<file path="src/rtl/mem_bus_pkg.sv">
// Shared types and default widths for the memory-manager bus path.
package mem_bus_pkg;

    typedef enum logic [1:0] {
        IDLE = 2'd0,
        BUS  = 2'd1,
        DONE = 2'd2
    } bm_state_t;

    typedef enum logic {
        SRC_INSTR = 1'b0,
        SRC_DATA  = 1'b1
    } bm_src_t;

    localparam int ADDR_W_DEF = 32;
    localparam int DATA_W_DEF = 32;

endpackage

</file>
<file path="src/rtl/bm_timeout_counter.sv">
// Counts BUS cycles and flags the terminal count for the abort path.
module bm_timeout_counter #(
    parameter int TIMEOUT_CYCLES = 64
) (
    input  logic clk,
    input  logic rst,
    input  logic clear,
    input  logic en,
    output logic expired
);

    localparam int CW = $clog2(TIMEOUT_CYCLES + 1);

    logic [CW-1:0] count;

    always_ff @(posedge clk) begin
        if (rst || clear) begin
            count <= '0;
        end else if (en && !expired) begin
            count <= count + 1'b1;
        end
    end

    assign expired = (count == CW'(TIMEOUT_CYCLES - 1));

endmodule

</file>
<file path="src/rtl/bus_master_if.sv">
// Arbitrating single-transfer Wishbone-classic master for fetch and data.
// Optional bus timeout abort: define BUS_MASTER_TIMEOUT_EN.
module bus_master_if
    import mem_bus_pkg::*;
#(
    parameter int ADDR_W         = ADDR_W_DEF,
    parameter int DATA_W         = DATA_W_DEF,
    parameter int TIMEOUT_CYCLES = 64
) (
    input  logic                clk,
    input  logic                rst,
    input  logic                instr_req,
    input  logic [ADDR_W-1:0]   instr_addr,
    input  logic                data_read,
    input  logic                data_write,
    input  logic [ADDR_W-1:0]   data_addr,
    input  logic [DATA_W-1:0]   data_wdata,
    input  logic [DATA_W/8-1:0] data_sel,
    output logic                bus_full,
    output logic [DATA_W-1:0]   instr_rdata,
    output logic                instr_valid,
    output logic [DATA_W-1:0]   data_rdata,
    output logic                data_valid,
    output logic                err,
    output logic                wb_cyc_o,
    output logic                wb_stb_o,
    output logic                wb_we_o,
    output logic [ADDR_W-1:0]   wb_adr_o,
    output logic [DATA_W-1:0]   wb_dat_o,
    output logic [DATA_W/8-1:0] wb_sel_o,
    input  logic [DATA_W-1:0]   wb_dat_i,
    input  logic                wb_ack_i
);

    bm_state_t state;
    bm_src_t   src;
    logic      tmo;
    logic      data_req;

    assign data_req = data_read | data_write;

`ifdef BUS_MASTER_TIMEOUT_EN
    logic expired;

    bm_timeout_counter #(
        .TIMEOUT_CYCLES(TIMEOUT_CYCLES)
    ) u_timeout (
        .clk    (clk),
        .rst    (rst),
        .clear  (state == IDLE),
        .en     (state == BUS),
        .expired(expired)
    );

    // A same-cycle ack beats the terminal count.
    assign tmo = expired & ~wb_ack_i;
`else
    assign tmo = 1'b0;
    assign err = 1'b0;
`endif

    always_ff @(posedge clk) begin
        if (rst) begin
            state       <= IDLE;
            src         <= SRC_INSTR;
            bus_full    <= 1'b0;
            instr_rdata <= '0;
            instr_valid <= 1'b0;
            data_rdata  <= '0;
            data_valid  <= 1'b0;
            wb_cyc_o    <= 1'b0;
            wb_stb_o    <= 1'b0;
            wb_we_o     <= 1'b0;
            wb_adr_o    <= '0;
            wb_dat_o    <= '0;
            wb_sel_o    <= '0;
`ifdef BUS_MASTER_TIMEOUT_EN
            err         <= 1'b0;
`endif
        end else begin
            instr_valid <= 1'b0;
            data_valid  <= 1'b0;
`ifdef BUS_MASTER_TIMEOUT_EN
            err         <= 1'b0;
`endif
            unique case (state)
                IDLE: begin
                    if (instr_req || data_req) begin
                        state    <= BUS;
                        bus_full <= 1'b1;
                        wb_cyc_o <= 1'b1;
                        wb_stb_o <= 1'b1;
                        if (data_req) begin
                            src      <= SRC_DATA;
                            wb_we_o  <= data_write;
                            wb_adr_o <= data_addr;
                            wb_dat_o <= data_wdata;
                            wb_sel_o <= data_sel;
                        end else begin
                            src      <= SRC_INSTR;
                            wb_we_o  <= 1'b0;
                            wb_adr_o <= instr_addr;
                            wb_dat_o <= '0;
                            wb_sel_o <= '1;
                        end
                    end
                end
                BUS: begin
                    if (wb_ack_i || tmo) begin
                        state    <= DONE;
                        wb_cyc_o <= 1'b0;
                        wb_stb_o <= 1'b0;
                        wb_we_o  <= 1'b0;
`ifdef BUS_MASTER_TIMEOUT_EN
                        err      <= tmo;
`endif
                        if (src == SRC_DATA) begin
                            data_valid <= 1'b1;
                            if (!wb_we_o) begin
                                data_rdata <= tmo ? '0 : wb_dat_i;
                            end
                        end else begin
                            instr_valid <= 1'b1;
                            instr_rdata <= tmo ? '0 : wb_dat_i;
                        end
                    end
                end
                DONE: begin
                    state    <= IDLE;
                    bus_full <= 1'b0;
                end
                default: begin
                    state    <= IDLE;
                    bus_full <= 1'b0;
                end
            endcase
        end
    end

endmodule

</file>
<file path="config.mk">
export PLATFORM = sky130hd
export DESIGN_NAME = bus_master_if
export DESIGN_NICKNAME = d
export VERILOG_FILES = /design/src/rtl/mem_bus_pkg.sv /design/src/rtl/bm_timeout_counter.sv /design/src/rtl/bus_master_if.sv
export SDC_FILE = /design/constraint.sdc
export NUM_CORES = 1
export LEC_CHECK = 0
export BUFFER_PORTS_ARGS = -buffer_cell sky130_fd_sc_hd__buf_2
export CAP_MARGIN = 20
export CORE_UTILIZATION = 35
export DETAILED_ROUTE_END_ITERATION = 6
export HOLD_SLACK_MARGIN = 0.15
export SLEW_MARGIN = 10
export SYNTH_ARGS = -nofsm -noshare
export SYNTH_HDL_FRONTEND = slang
export SYNTH_SLANG_ARGS = --single-unit
export TNS_END_PERCENT = 50
</file>
<file path="constraint.sdc">
create_clock -name clk -period 4.37 [get_ports clk]
set_clock_uncertainty 0.05 [all_clocks]
set_input_delay 0.874 -clock clk [delete_from_list [all_inputs] [get_ports clk]]
set_output_delay 0.874 -clock clk [all_outputs]
set_load 0.01 [all_outputs]
</file>
==> reports/results.ini <==
[synth]
synth_area_leaders = dfxtp_1 (51%), nand2b_1 (7.3%), nand2_1 (6.6%), a21oi_1 (6.4%), mux2i_1 (5.8%)
synth_common_cells = dfxtp_1 (140), nand2_1 (96), a21oi_1 (70), nand2b_1 (64), o21ai_0 (34)
yosys.area.top_type = dfxtp_1
syn_area_per_cell_um2 = 9.28
ys_seq_area_share_pct = 51.0
syn_inst = 592
synth_edf_count = 0
synth_most_common_cell = dfxtp_1
synth-seq-cells = 140
synth_flop_cell = dfxtp_1
syn-num-nets = 730
yosysUniqueCellTypes = 30
async_flop_share_pct = 0
yosysTopAreaCellShare_pct = 51.0
yosysWarnings = 0
netlist_area_um2 = 5490

[critical_path]
r2r-end = wb_dat_o[27]$_SDFFE_PP0P_
worstRegToRegCells = 4
crit_type = in -> reg
critPathArrivalTime_ps = 2980
startpoint = data_write
regToRegSetupSlack_ps = 2430
r2r-start = state[1]$_SDFFE_PP0P_
crit_end = wb_dat_o[27]$_SDFFE_PP0P_
crit_buf_inv = 1
crit_required_ps = 4670
cpLargestDelayFamily = compound AO/OA/AOI/OAI gates
crit_fanout = 36
slowest_stage = a21oi_4
cpPeakStageDelay_ps = 800
worstPathCellList = buf_2, or3_1, a21oi_4, a22o_1
worst-path-stages = 4
end_kind = flop
start_kind = input pin

[clock_network]
clock_latency_ps = 420
post_cts_resized = 0
clock_path_buffers = 2
cts_sinks = 140
htreeDepth = 4
cts-root-buf = clkbuf_16
cts_buffers = 17
holdBufCountCts = 0
cts_tree = done
clk_pin_slew_ps = 60
post_cts_buffers = 0

[cells_and_area]
finalInstanceArea_um2 = 7570
final_nets = 975
nFillCells = 1506
drive_gt1_share_pct = 38.0
diodes = 0
areaGrowthSynthToFinish_pct = 37.9

[sta]
worst_slew_pin_slew_ps = 964
hold_viol_final = 0
setup_ws_ps = 1700
setup_tns_ps = 0
max_freq_mhz = 374
slew_headroom_pct = 35.7
finalCritPeriodShare_pct = 61.2
hold_ws_ps = 399
post-route-min-period_ps = 2670
rsz0062_at_grt = false
setup_viol = 0
slew_violations = 0

[hold_path]
hp-class = reg -> reg

[floorplanning]
coreArea_um2 = 15300
rows = 45
die_w_um = 127
num_io_pins = 277
initial_utilization_pct = 36.0
dieArea_um2 = 16200
die_h_um = 127

[placed_design]
port_buffers = 275
dpl.hpwl_um = 10400
pre_cts_ws_ps = 1280
gp_congestion = 0.740
placed_area_um2 = 6930

[detailed_routing]
wl_per_cell_um = 14.6
top_layer = met4
drc_errors = 0
route.met3.wl_um = 1120
avgViaCountPerCell = 4.78
dr.pass1.iters = 5
first_iter_violations = 226
dr_wl_met2_um = 7400
vias = 5069
wirelength_um = 15500
ant_nets = 0
route.layer.met1.wl_um = 6750

[pwr]
cellPowerDensity_nw_per_um2 = 452
p_leak_nw = 3.39
power_mw = 3.43
ir_drop_v = 0.000275

[grt]
grt_max_degree = 111
grt_pass1_vias = 4715
antenna_found_initial = 0
gr-total-overflow = 0
grt_pass1_wl_um = 24100
track_usage_pct = 18.9

[job]
cap_viol_max_count = 0

[outcome]
status = finished clean

## worst min-delay path: cells and delay by family, from the launching register on
family	cells	cell delay, ps
flip-flops	1	300
AND/OR/NAND/NOR	1	50
AO/OA/AOI/OAI	1	50
## cells by family (layout without fill, tap and decap cells)
| kind of cell | Yosys count | count (layout) | share of synthesized area (%) |
|---|---|---|---|
| AO/OA/AOI/OAI | 173 | 173 | 20.5 |
| flip-flops | 140 | 140 | 51.0 |
| AND/OR/NAND/NOR | 186 | 186 | 16.8 |
| other | 1 | 1 | 0.0683 |
| multiplexers | 32 | 32 | 5.83 |
| buffers and inverters | 60 | 318 | 5.74 |
## per-layer routing
metal	up-vias	global-route usage (%)
met1	2296	22.8
met2	194	31.4
li1	2557	-
met5	-	0
met4	0	6.51
met3	22	6.45
## how the worst min path moves through the flow
stage / cells after the start / slack, ps / startpoint / end
finish: 2 / 400 / instr_rdata[22]$_SDFFE_PP0P_ / instr_rdata[22]$_SDFFE_PP0P_
global route: 2 / 420 / instr_rdata[10]$_SDFFE_PP0P_ / instr_rdata[10]$_SDFFE_PP0P_
CTS: 2 / 400 / instr_rdata[9]$_SDFFE_PP0P_ / instr_rdata[9]$_SDFFE_PP0P_
detailed placement: 2 / 390 / instr_rdata[9]$_SDFFE_PP0P_ / instr_rdata[9]$_SDFFE_PP0P_
global placement: 2 / 390 / instr_rdata[0]$_SDFFE_PP0P_ / instr_rdata[0]$_SDFFE_PP0P_
floorplan: 2 / 430 / instr_rdata[0]$_SDFFE_PP0P_ / instr_rdata[0]$_SDFFE_PP0P_
## metrics by stage
step | std cells | utilization, %
6_report | 1061 | 49.6
3_5_place_dp | 1029 | 45.4
2_1_floorplan | 592 | -
4_1_cts | 1061 | 49.6
5_1_grt | 1061 | 49.6
3_3_place_gp | 1029 | 45.4
## flip-flops by register name (all words and copies together), names as in the netlist
signal       cells
data_valid       1
wb_we_o          1
instr_valid      1
state            2
bus_full         1
wb_stb_o         1
wb_adr_o        32
instr_rdata     32
src              1
wb_sel_o         4
wb_dat_o        32
data_rdata      32
## area by class of cell
class	count	area (um2)	share of cell area, %
Clock buffer	18	429	5.67
Clock inverter	14	219	2.89
Inverter	2	7.51	0.0991
Multi-Input combinational cell	392	2410	31.8
Sequential cell	140	2800	37.0
Tap cell	211	264	3.49
Timing Repair Buffer	284	1450	19.1
## layout by cell type (no fill, tap or decap)
| cell type | count |
|---|---|
| buf_2 | 274 |
| dfxtp_1 | 140 |
| nand2_1 | 96 |
| a21oi_1 | 70 |
| nand2b_1 | 64 |
| o21ai_0 | 34 |
| mux2i_1 | 32 |
| a311oi_1 | 32 |
| a22o_1 | 32 |
| clkbuf_16 | 17 |
| buf_4 | 10 |
| nor3_1 | 9 |
| clkinvlp_4 | 5 |
| bufinv_16 | 5 |
| nor2_1 | 4 |
| nand3b_1 | 3 |
| inv_1 | 2 |
| nor2_2 | 2 |
| clkinv_4 | 2 |
| nor3b_4 | 1 |
| nor4bb_4 | 1 |
| nand4bb_1 | 1 |
| or2_1 | 1 |
| a21oi_2 | 1 |
| or3_1 | 1 |
| nor3_4 | 1 |
| a21oi_4 | 1 |
| a2111oi_0 | 1 |
| o21ai_1 | 1 |
| or3b_2 | 1 |
| and2_1 | 1 |
| a22oi_1 | 1 |
| conb_1 | 1 |
| clkbuf_1 | 1 |
| inv_6 | 1 |
| clkinv_2 | 1 |
## power breakdown
| part | switching [mW] | internal, mW | leakage [nW] |
|---|---|---|---|
| combinational | 0.248 | 0.196 | 1.95 |
| clock | 0.560 | 1.01 | 0.299 |
| sequential | 0.0461 | 1.36 | 1.15 |
Note: power is estimated with default switching activity, not from simulation.
